`src/rtl/clock_pkg.sv`:
```
// Shared definitions for the clock/calendar adjust path: field indices,
// controller state encoding and the field-enable one-hot helpers.
package clock_pkg;

  localparam int unsigned ADJ_W = 7;

  localparam int unsigned FLD_SEC   = 0;
  localparam int unsigned FLD_MIN   = 1;
  localparam int unsigned FLD_HOUR  = 2;
  localparam int unsigned FLD_DAY   = 3;
  localparam int unsigned FLD_MONTH = 4;
  localparam int unsigned FLD_YEAR  = 5;
  localparam int unsigned FLD_CENT  = 6;

  typedef enum logic [2:0] {
    ST_RUN   = 3'd0,
    ST_SEC   = 3'd1,
    ST_MIN   = 3'd2,
    ST_HOUR  = 3'd3,
    ST_DAY   = 3'd4,
    ST_MONTH = 3'd5,
    ST_YEAR  = 3'd6,
    ST_CENT  = 3'd7
  } state_t;

  typedef enum logic [1:0] {
    STEP_NONE = 2'd0,
    STEP_UP   = 2'd1,
    STEP_DOWN = 2'd2
  } step_t;

  function automatic state_t next_field(input state_t s);
    state_t n;
    case (s)
      ST_RUN:   n = ST_SEC;
      ST_SEC:   n = ST_MIN;
      ST_MIN:   n = ST_HOUR;
      ST_HOUR:  n = ST_DAY;
      ST_DAY:   n = ST_MONTH;
      ST_MONTH: n = ST_YEAR;
      ST_YEAR:  n = ST_CENT;
      default:  n = ST_RUN;
    endcase
    return n;
  endfunction

  function automatic logic [ADJ_W-1:0] field_onehot(input state_t s);
    logic [ADJ_W-1:0] oh;
    oh = '0;
    case (s)
      ST_SEC:   oh[FLD_SEC]   = 1'b1;
      ST_MIN:   oh[FLD_MIN]   = 1'b1;
      ST_HOUR:  oh[FLD_HOUR]  = 1'b1;
      ST_DAY:   oh[FLD_DAY]   = 1'b1;
      ST_MONTH: oh[FLD_MONTH] = 1'b1;
      ST_YEAR:  oh[FLD_YEAR]  = 1'b1;
      ST_CENT:  oh[FLD_CENT]  = 1'b1;
      default:  oh = '0;
    endcase
    return oh;
  endfunction

endpackage

```
`src/rtl/btn_debounce.sv`:
```
// Push-button conditioner: two-flop synchroniser, stability counter and a
// single-cycle rise strobe aligned with the first debounced-high cycle.
module btn_debounce #(
  parameter int unsigned DEBOUNCE_CYCLES = 20
) (
  input  logic clk,
  input  logic rst_n,
  input  logic btn_raw,
  output logic level,
  output logic rise
);

  localparam int unsigned CNT_W = $clog2(DEBOUNCE_CYCLES + 1);

  logic             sync1_q, sync2_q;
  logic             level_q, level_d;
  logic             rise_q, rise_d;
  logic [CNT_W-1:0] cnt_q, cnt_d;

  always_comb begin
    level_d = level_q;
    cnt_d   = '0;
    // Count consecutive disagreements; any agreement leaves cnt_d at zero.
    if (sync2_q != level_q) begin
      if (cnt_q == CNT_W'(DEBOUNCE_CYCLES - 1)) begin
        level_d = sync2_q;
      end else begin
        cnt_d = cnt_q + 1'b1;
      end
    end
    rise_d = level_d & ~level_q;
  end

  always_ff @(posedge clk or negedge rst_n) begin
    if (!rst_n) begin
      sync1_q <= 1'b0;
      sync2_q <= 1'b0;
      level_q <= 1'b0;
      rise_q  <= 1'b0;
      cnt_q   <= '0;
    end else begin
      sync1_q <= btn_raw;
      sync2_q <= sync1_q;
      level_q <= level_d;
      rise_q  <= rise_d;
      cnt_q   <= cnt_d;
    end
  end

  assign level = level_q;
  assign rise  = rise_q;

endmodule

```
`src/rtl/adjust_ctrl.sv`:
```
// Front-panel time-setting controller: mode button walks the field select,
// up/down produce single-cycle step pulses with auto-repeat, idle timeout to RUN.
module adjust_ctrl
  import clock_pkg::*;
#(
  parameter int unsigned DEBOUNCE_CYCLES = 20,
  parameter int unsigned REPEAT_DELAY    = 500,
  parameter int unsigned REPEAT_RATE     = 100,
  parameter int unsigned TIMEOUT_S       = 10
) (
  input  logic             clk,
  input  logic             rst_n,
  input  logic             btn_mode,
  input  logic             btn_up,
  input  logic             btn_down,
  input  logic             t_1s,
  output logic [ADJ_W-1:0] adj_en,
  output logic             adj_up,
  output logic             adj_down,
  output logic [2:0]       field_sel,
  output logic             blink
);

  localparam int unsigned REP_MAX = (REPEAT_DELAY > REPEAT_RATE) ? REPEAT_DELAY : REPEAT_RATE;
  localparam int unsigned REP_W   = $clog2(REP_MAX + 1);
  localparam int unsigned IDLE_W  = $clog2(TIMEOUT_S + 1);

  logic mode_lvl, mode_rise;
  logic up_lvl, up_rise;
  logic down_lvl, down_rise;

  btn_debounce #(.DEBOUNCE_CYCLES(DEBOUNCE_CYCLES)) u_db_mode (
    .clk(clk), .rst_n(rst_n), .btn_raw(btn_mode), .level(mode_lvl), .rise(mode_rise)
  );
  btn_debounce #(.DEBOUNCE_CYCLES(DEBOUNCE_CYCLES)) u_db_up (
    .clk(clk), .rst_n(rst_n), .btn_raw(btn_up), .level(up_lvl), .rise(up_rise)
  );
  btn_debounce #(.DEBOUNCE_CYCLES(DEBOUNCE_CYCLES)) u_db_down (
    .clk(clk), .rst_n(rst_n), .btn_raw(btn_down), .level(down_lvl), .rise(down_rise)
  );

  state_t              state_q, state_d;
  step_t               act_q, act_d;
  logic                rep_run_q, rep_run_d;
  logic [REP_W-1:0]    rep_cnt_q, rep_cnt_d;
  logic [IDLE_W-1:0]   idle_q, idle_d;
  logic                blink_q, blink_d;
  logic                adj_up_q, adj_up_d;
  logic                adj_down_q, adj_down_d;
  logic [ADJ_W-1:0]    adj_en_q, adj_en_d;
  logic [2:0]          field_sel_q, field_sel_d;
  logic                any_rise;
  logic                held_ok;
  logic [REP_W-1:0]    rep_last;

  always_comb begin
    state_d    = state_q;
    act_d      = act_q;
    rep_run_d  = rep_run_q;
    rep_cnt_d  = rep_cnt_q;
    idle_d     = idle_q;
    blink_d    = blink_q;
    adj_up_d   = 1'b0;
    adj_down_d = 1'b0;
    any_rise   = mode_rise | up_rise | down_rise;
    held_ok    = ((act_q == STEP_UP) && up_lvl) || ((act_q == STEP_DOWN) && down_lvl);
    rep_last   = rep_run_q ? REP_W'(REPEAT_RATE - 1) : REP_W'(REPEAT_DELAY - 1);

    // State changes (mode, timeout) win over any step activity and wipe the
    // step/repeat tracking, so a held button needs a fresh press afterwards.
    if (state_q == ST_RUN || mode_rise ||
        (t_1s && !any_rise && idle_q == IDLE_W'(TIMEOUT_S - 1))) begin
      if (mode_rise) begin
        state_d = next_field(state_q);
      end else if (state_q != ST_RUN) begin
        state_d = ST_RUN;
      end
      act_d     = STEP_NONE;
      rep_run_d = 1'b0;
      rep_cnt_d = '0;
      idle_d    = '0;
      blink_d   = 1'b0;
    end else begin
      if (any_rise) begin
        idle_d = '0;
      end else if (t_1s) begin
        idle_d = idle_q + 1'b1;
      end
      if (t_1s) begin
        blink_d = ~blink_q;
      end

      if (up_lvl && down_lvl) begin
        act_d     = STEP_NONE;
        rep_run_d = 1'b0;
        rep_cnt_d = '0;
      end else if (up_rise && !down_lvl) begin
        adj_up_d  = 1'b1;
        act_d     = STEP_UP;
        rep_run_d = 1'b0;
        rep_cnt_d = '0;
      end else if (down_rise && !up_lvl) begin
        adj_down_d = 1'b1;
        act_d      = STEP_DOWN;
        rep_run_d  = 1'b0;
        rep_cnt_d  = '0;
      end else if (held_ok) begin
        if (rep_cnt_q == rep_last) begin
          adj_up_d   = (act_q == STEP_UP);
          adj_down_d = (act_q == STEP_DOWN);
          rep_run_d  = 1'b1;
          rep_cnt_d  = '0;
        end else begin
          rep_cnt_d = rep_cnt_q + 1'b1;
        end
      end else begin
        act_d     = STEP_NONE;
        rep_run_d = 1'b0;
        rep_cnt_d = '0;
      end
    end

    adj_en_d    = field_onehot(state_d);
    field_sel_d = state_d;
  end

  always_ff @(posedge clk or negedge rst_n) begin
    if (!rst_n) begin
      state_q     <= ST_RUN;
      act_q       <= STEP_NONE;
      rep_run_q   <= 1'b0;
      rep_cnt_q   <= '0;
      idle_q      <= '0;
      blink_q     <= 1'b0;
      adj_up_q    <= 1'b0;
      adj_down_q  <= 1'b0;
      adj_en_q    <= '0;
      field_sel_q <= '0;
    end else begin
      state_q     <= state_d;
      act_q       <= act_d;
      rep_run_q   <= rep_run_d;
      rep_cnt_q   <= rep_cnt_d;
      idle_q      <= idle_d;
      blink_q     <= blink_d;
      adj_up_q    <= adj_up_d;
      adj_down_q  <= adj_down_d;
      adj_en_q    <= adj_en_d;
      field_sel_q <= field_sel_d;
    end
  end

  assign adj_en    = adj_en_q;
  assign adj_up    = adj_up_q;
  assign adj_down  = adj_down_q;
  assign field_sel = field_sel_q;
  assign blink     = blink_q;

endmodule

```
`config.mk`:
```
export PLATFORM = sky130hd
export DESIGN_NAME = adjust_ctrl
export DESIGN_NICKNAME = d
export VERILOG_FILES = /design/src/rtl/clock_pkg.sv /design/src/rtl/btn_debounce.sv /design/src/rtl/adjust_ctrl.sv
export SDC_FILE = /design/constraint.sdc
export NUM_CORES = 1
export LEC_CHECK = 0
export CELL_PAD_IN_SITES_DETAIL_PLACEMENT = 0
export CELL_PAD_IN_SITES_GLOBAL_PLACEMENT = 1
export CORE_MARGIN = 8
export CORE_UTILIZATION = 48
export CTS_BUF_LIST = sky130_fd_sc_hd__clkbuf_2 sky130_fd_sc_hd__clkbuf_4 sky130_fd_sc_hd__clkbuf_8
export DETAILED_ROUTE_END_ITERATION = 10
export PLACE_DENSITY_LB_ADDON = 0.1
export SYNTH_ARGS = -nofsm -noshare
export SYNTH_HDL_FRONTEND = slang
export SYNTH_SLANG_ARGS = --single-unit
```
`constraint.sdc`:
```
create_clock -name clk -period 2.2 [get_ports clk]
set_input_delay 0.44 -clock clk [delete_from_list [all_inputs] [get_ports clk]]
set_output_delay 0.44 -clock clk [all_outputs]
set_load 0.1 [all_outputs]
```
======== After elaboration in Yosys (flattened, before gate mapping) ========
Cells that the tools add are included.
word-level totals
  register bits after elaboration ......... 56
  input bits .............................. 6
  logic and storage cells ................. 138
cells by class
  $add $sub $neg .......................... 5
  equality and inequality tests ........... 25
  mux-type cells .......................... 58
  bitwise logic cells ..................... 9
  reductions and logical operators ........ 17
operators by type and width
  cell                   number
  $mux W9                7
  $mux W1                33
  $mux W5                6
  $eq A3 B3 Y1 const B   7
  $pmux W3 S7            1
  $add A5 B1 Y5 const B  3
  $eq A5 B5 Y1 const B   3
  $eq A3 B2 Y1 const B   4
  $mux W4                3
  $mux W2                5
  $add A9 B1 Y9 const B  1
  $eq A9 B9 Y1           1
  $mux W3                3
  $logic_and A1 B1 Y1    7
  $eq A3 B1 Y1 const B   2
  $ne A6 B1 Y1 const B   1
  $reduce_bool A3 Y1     2
  $ne A5 B1 Y1 const B   1
  $add A4 B1 Y4 const B  1
  $eq A4 B4 Y1 const B   1
  $not A1 Y1             4
  $and A1 B1 Y1          3
  $logic_not A1 Y1       3
  $logic_not A3 Y1       1
  other kinds (6)        11

======== Longest topological paths before layout ========
  depth in word-level cells ............... 9
  gate-level depth with buffers ........... 7
  gate-level depth less buffers ........... 6

======== Hierarchy ========
A second synthesis with hierarchy kept.
unflattened totals
  cell total of the unflattened synthesis .. 229
  area total of the unflattened synthesis .. 2606.2 sq um
modules (own cells, without submodules)
  module        instances  cells an instance  area an instance (sq um)  sequential area each (sq um)
  adjust_ctrl   1          142                1446.4                    725.7
  btn_debounce  3          29                 386.6                     225.2

======== Worst setup path before layout ========
Ideal clock, no wire load.
  kind .................................... reg2reg
  start ................................... reg, netlist name field_sel[1]
  end ..................................... reg rep_cnt_q[2]
  arrival time ............................ 2.193 ns
  data required time ...................... 2.129 ns
  setup slack ............................. -0.064 ns
  cell stages (with the launch flop) ...... 7
  buffers on the path ..................... 2
  period minus slack after synthesis ...... 2.264 ns
  cells stage by stage .................... dfrtp_1 clkbuf_1 or3_1 o311ai_1 or3_1 buf_4 nor2_1
RTL lines
  what                    RTL line            source
  end signal: assignment  adjust_ctrl.sv:143  rep_cnt_q <= rep_cnt_d;
  end: declaration        adjust_ctrl.sv:45   logic [REP_W-1:0] rep_cnt_q, rep_cnt_d;

======== Final worst setup path ========
  start ................................... reg rep_cnt_q[4]
  end ..................................... reg rep_cnt_q[4]
between the ends
  longest elaborated chain between the ends .. 7
  elaborated cells on any way between the ends .. 8
ends and longest elaborated chain
  what                                                  RTL line                                source
  $add A9 B1 Y9 / $eq A9 B9 Y1 (equally long branches)  adjust_ctrl.sv:114, adjust_ctrl.sv:108
  $mux W9 (*)                                           adjust_ctrl.sv:108                      if (rep_cnt_q == rep_last) begin
  $mux W9 (*)                                           adjust_ctrl.sv:107                      end else if (held_ok) begin
  $mux W9 (*)                                           adjust_ctrl.sv:102                      end else if (down_rise && !up_lvl) begin
  $mux W9 (*)                                           adjust_ctrl.sv:97                       end else if (up_rise && !down_lvl) begin
  $mux W9 (*)                                           adjust_ctrl.sv:93                       if (up_lvl && down_lvl) begin
  $mux W9 (*)                                           adjust_ctrl.sv:71                       if (state_q == ST_RUN || mode_rise ||
  named net rep_cnt_d[4]                                adjust_ctrl.sv:45
The timed path passes the listed nets; every way through them passes the cells marked *.
A chain may end at the register's enable or synchronous reset.

==> flow_summary.json <==
{
  "status": "finished, final reports clean",
  "power.density_nw_per_um2": 836,
  "seq_area_frac_synth_pct": 59.4,
  "routed_wl_um": 3870,
  "async_flop_share_pct": 100,
  "avgSynthCellArea_um2": 11.0,
  "rsz0062_at_grt": "false",
  "grt_pass1_wl_um": 6740,
  "ctsHoldBuffers": 0,
  "slowest_delay_ps": 560,
  "cp_num_buf_inv": 0,
  "setup_violations": 0,
  "cts_tree": "done",
  "synth_edf_count": 0,
  "ctsResizeCount": 0,
  "ys_types": 33,
  "hold_path_class": "in2async",
  "min_period_ps": 1940,
  "drc": 0,
  "dp_hpwl_um": 2900,
  "grt_util_all_layers_pct": 11.5,
  "grt-ovfl-total": 0,
  "via_per_inst": 4.95,
  "drv_cap": 0,
  "num_rows": 25,
  "clk_latency_ps": 300,
  "drtAntennaViolNets": 0,
  "critPathKind": "reg2reg",
  "fmax_mhz": 515,
  "yosys_most_used_dff": "dfrtp_1",
  "switchingPower_mw": 0.715,
  "worstMarginPinSlew_ps": 606,
  "ff_latch_area_um2": 1410,
  "root_buffer": "clkbuf_8",
  "clockPowerShare_pct": 25.3,
  "drtPass1Iterations": 4,
  "cts.sinks": 56,
  "finalSetupTns_ps": 0,
  "post-cts-setup-buffers": 0,
  "syn_nets": 226,
  "slew_violations": 0,
  "critPathTopFamily": "simple AND/OR/NAND/NOR gates",
  "area_growth_pct": 14.5,
  "die_w_um": 86.1,
  "ys_ff_latch": 56,
  "setup_slack_ps": 258,
  "combPwrFrac_pct": 22.1,
  "final_cell_mix": "dfrtp_1 (53), nor2_1 (46), buf_4 (16)",
  "swShare_pct": 31.7,
  "ir_worst_vdd_uv": 426,
  "postSynthCellCount": 214,
  "die_y_um": 86.1,
  "die_area_um2": 7410,
  "antenna_found_initial": 0,
  "grt_start_max_net_pins": 31,
  "worstSetupStartpointType": "flop",
  "htreeDepth": 2,
  "diodes": 0,
  "slew-limit-headroom_pct": 59.6,
  "p_leak_nw": 1.24,
  "fp.coreArea_um2": 4720,
  "multi_input_area_um2": 905,
  "io-pin-count": 19,
  "clkTransAtPathRegs_ps": 90,
  "timing.final.crit_share_pct": 88.3,
  "place_congestion": 0.798,
  "cp_cell_sequence": "or4b_4 > a2111oi_4 > or3_1 > nor2_1",
  "fillerInstances": 422,
  "crit_required_ps": 2380,
  "cts_buffer_depth": 2,
  "cts_made_buffers": 5,
  "p_int_mw": 1.54,
  "synth_area_um2": 2360,
  "arrival_ps": 2120,
  "drt_iter0_markers": 97,
  "mostFrequentLayoutCell": "dfrtp_1",
  "grt_pass1_vias": 1507,
  "wire_per_inst_um": 12.7,
  "ys.warnings.count": 0,
  "endpoint_kind": "flop",
  "drive_above_1_share_pct": 15.1,
  "io_buffers": 18,
  "pre_cts_ws_ps": 136,
  "fin_nets": 249,
  "fin_skew_ps": 7.87,
  "hold_viol": 0,
  "start_util_pct": 49.9,
  "vias": 1511,
  "slowest_stage": "or4b_4",
  "p_seq_share_pct": 52.6,
  "path_max_fanout": 7
}
==> per-stage QoR <==
| step | hold slack, ps | util (%) | area, um^2 | total power, mW | std cells |
|---|---|---|---|---|---|
| 3_5_place_dp | 342 | 55.1 | 2600 | 1.71 | 297 |
| 3_3_place_gp | 335 | 55.1 | 2600 | 1.69 | 297 |
| 2_1_floorplan | 144 | - | 2360 | 1.56 | 214 |
| 5_1_grt | 180 | 57.1 | 2700 | 2.37 | 305 |
| 4_1_cts | 145 | 57.1 | 2700 | 2.29 | 305 |
| 6_report | 140 | 57.1 | 2700 | 2.26 | 305 |
==> kinds of logic after synthesis <==
logic type      Yosys count  synth area share [%]
compound gates           12                  4.41
xor+xnor                 25                  9.29
fa+ha+maj                 6                  3.18
buf+inv                  12                  2.18
flops                    56                  59.4
mux                       3                  1.43
simple gates            100                  20.1
==> area by class of cell <==
| cell class | instances | share of cell area (%) |
|---|---|---|
| Tap cell | 67 | 3.11 |
| Multi-Input combinational cell | 146 | 33.5 |
| Sequential cell | 56 | 52.1 |
| Clock buffer | 8 | 3.62 |
| Inverter | 6 | 0.834 |
| Timing Repair Buffer | 22 | 6.86 |
==> state kept, by name (all words and copies together) (netlist names), 2 cells and up <==
register	cells
act_q	2
adj_en	7
field_sel	3
idle_q	4
rep_cnt_q	9
u_db_down.cnt_q	5
u_db_mode.cnt_q	5
u_db_up.cnt_q	5
==> synthesized netlist by cell type (all sizes together), types with 6 or more instances <==
master	number	area share (%)
dfrtp	56	59
nor2	46	7.3
xor2	15	5.6
nand3	14	3.0
nand2	13	2.1
xnor2	10	3.7
nor3	7	1.5
ha	6	3.2
inv	6	0.96
==> power by group through the flow <==
stage	registers, mW	logic (mW)	clock network [mW]
after floorplan	1.37	0.192	0
after global placement	1.20	0.493	0
after detailed placement	1.21	0.502	0
after CTS	1.19	0.506	0.594
after global routing	1.20	0.540	0.628
final	1.19	0.499	0.571
==> worst paths after layout <==
check                                                   end  cells past startpoint                   startpoint  slack [ps]
worst max register to register       rep_cnt_q[4]$_DFF_PN0_                      4       rep_cnt_q[4]$_DFF_PN0_         260
worst min-delay path                    adj_en[6]$_DFF_PN0_                      1                        rst_n         140
worst max-delay path                 rep_cnt_q[4]$_DFF_PN0_                      4       rep_cnt_q[4]$_DFF_PN0_         260
max in group asynchronous              act_q[0]$_DFFE_PN0P_                      2                        rst_n        1490
worst min register to register  u_db_mode.sync2_q$_DFF_PN0_                      0  u_db_mode.sync1_q$_DFF_PN0_         350
min in group clk                u_db_mode.sync2_q$_DFF_PN0_                      0  u_db_mode.sync1_q$_DFF_PN0_         350
==> per-layer routing <==
metal / global-route usage, % / share of wire [%]
met1: 13.3 / 45
met2: 19.1 / 50
met3: 3.72 / 3.7
met4: 4.78 / 1.2
met5: 0 / 0
Note: power is estimated with default switching activity, not from simulation.
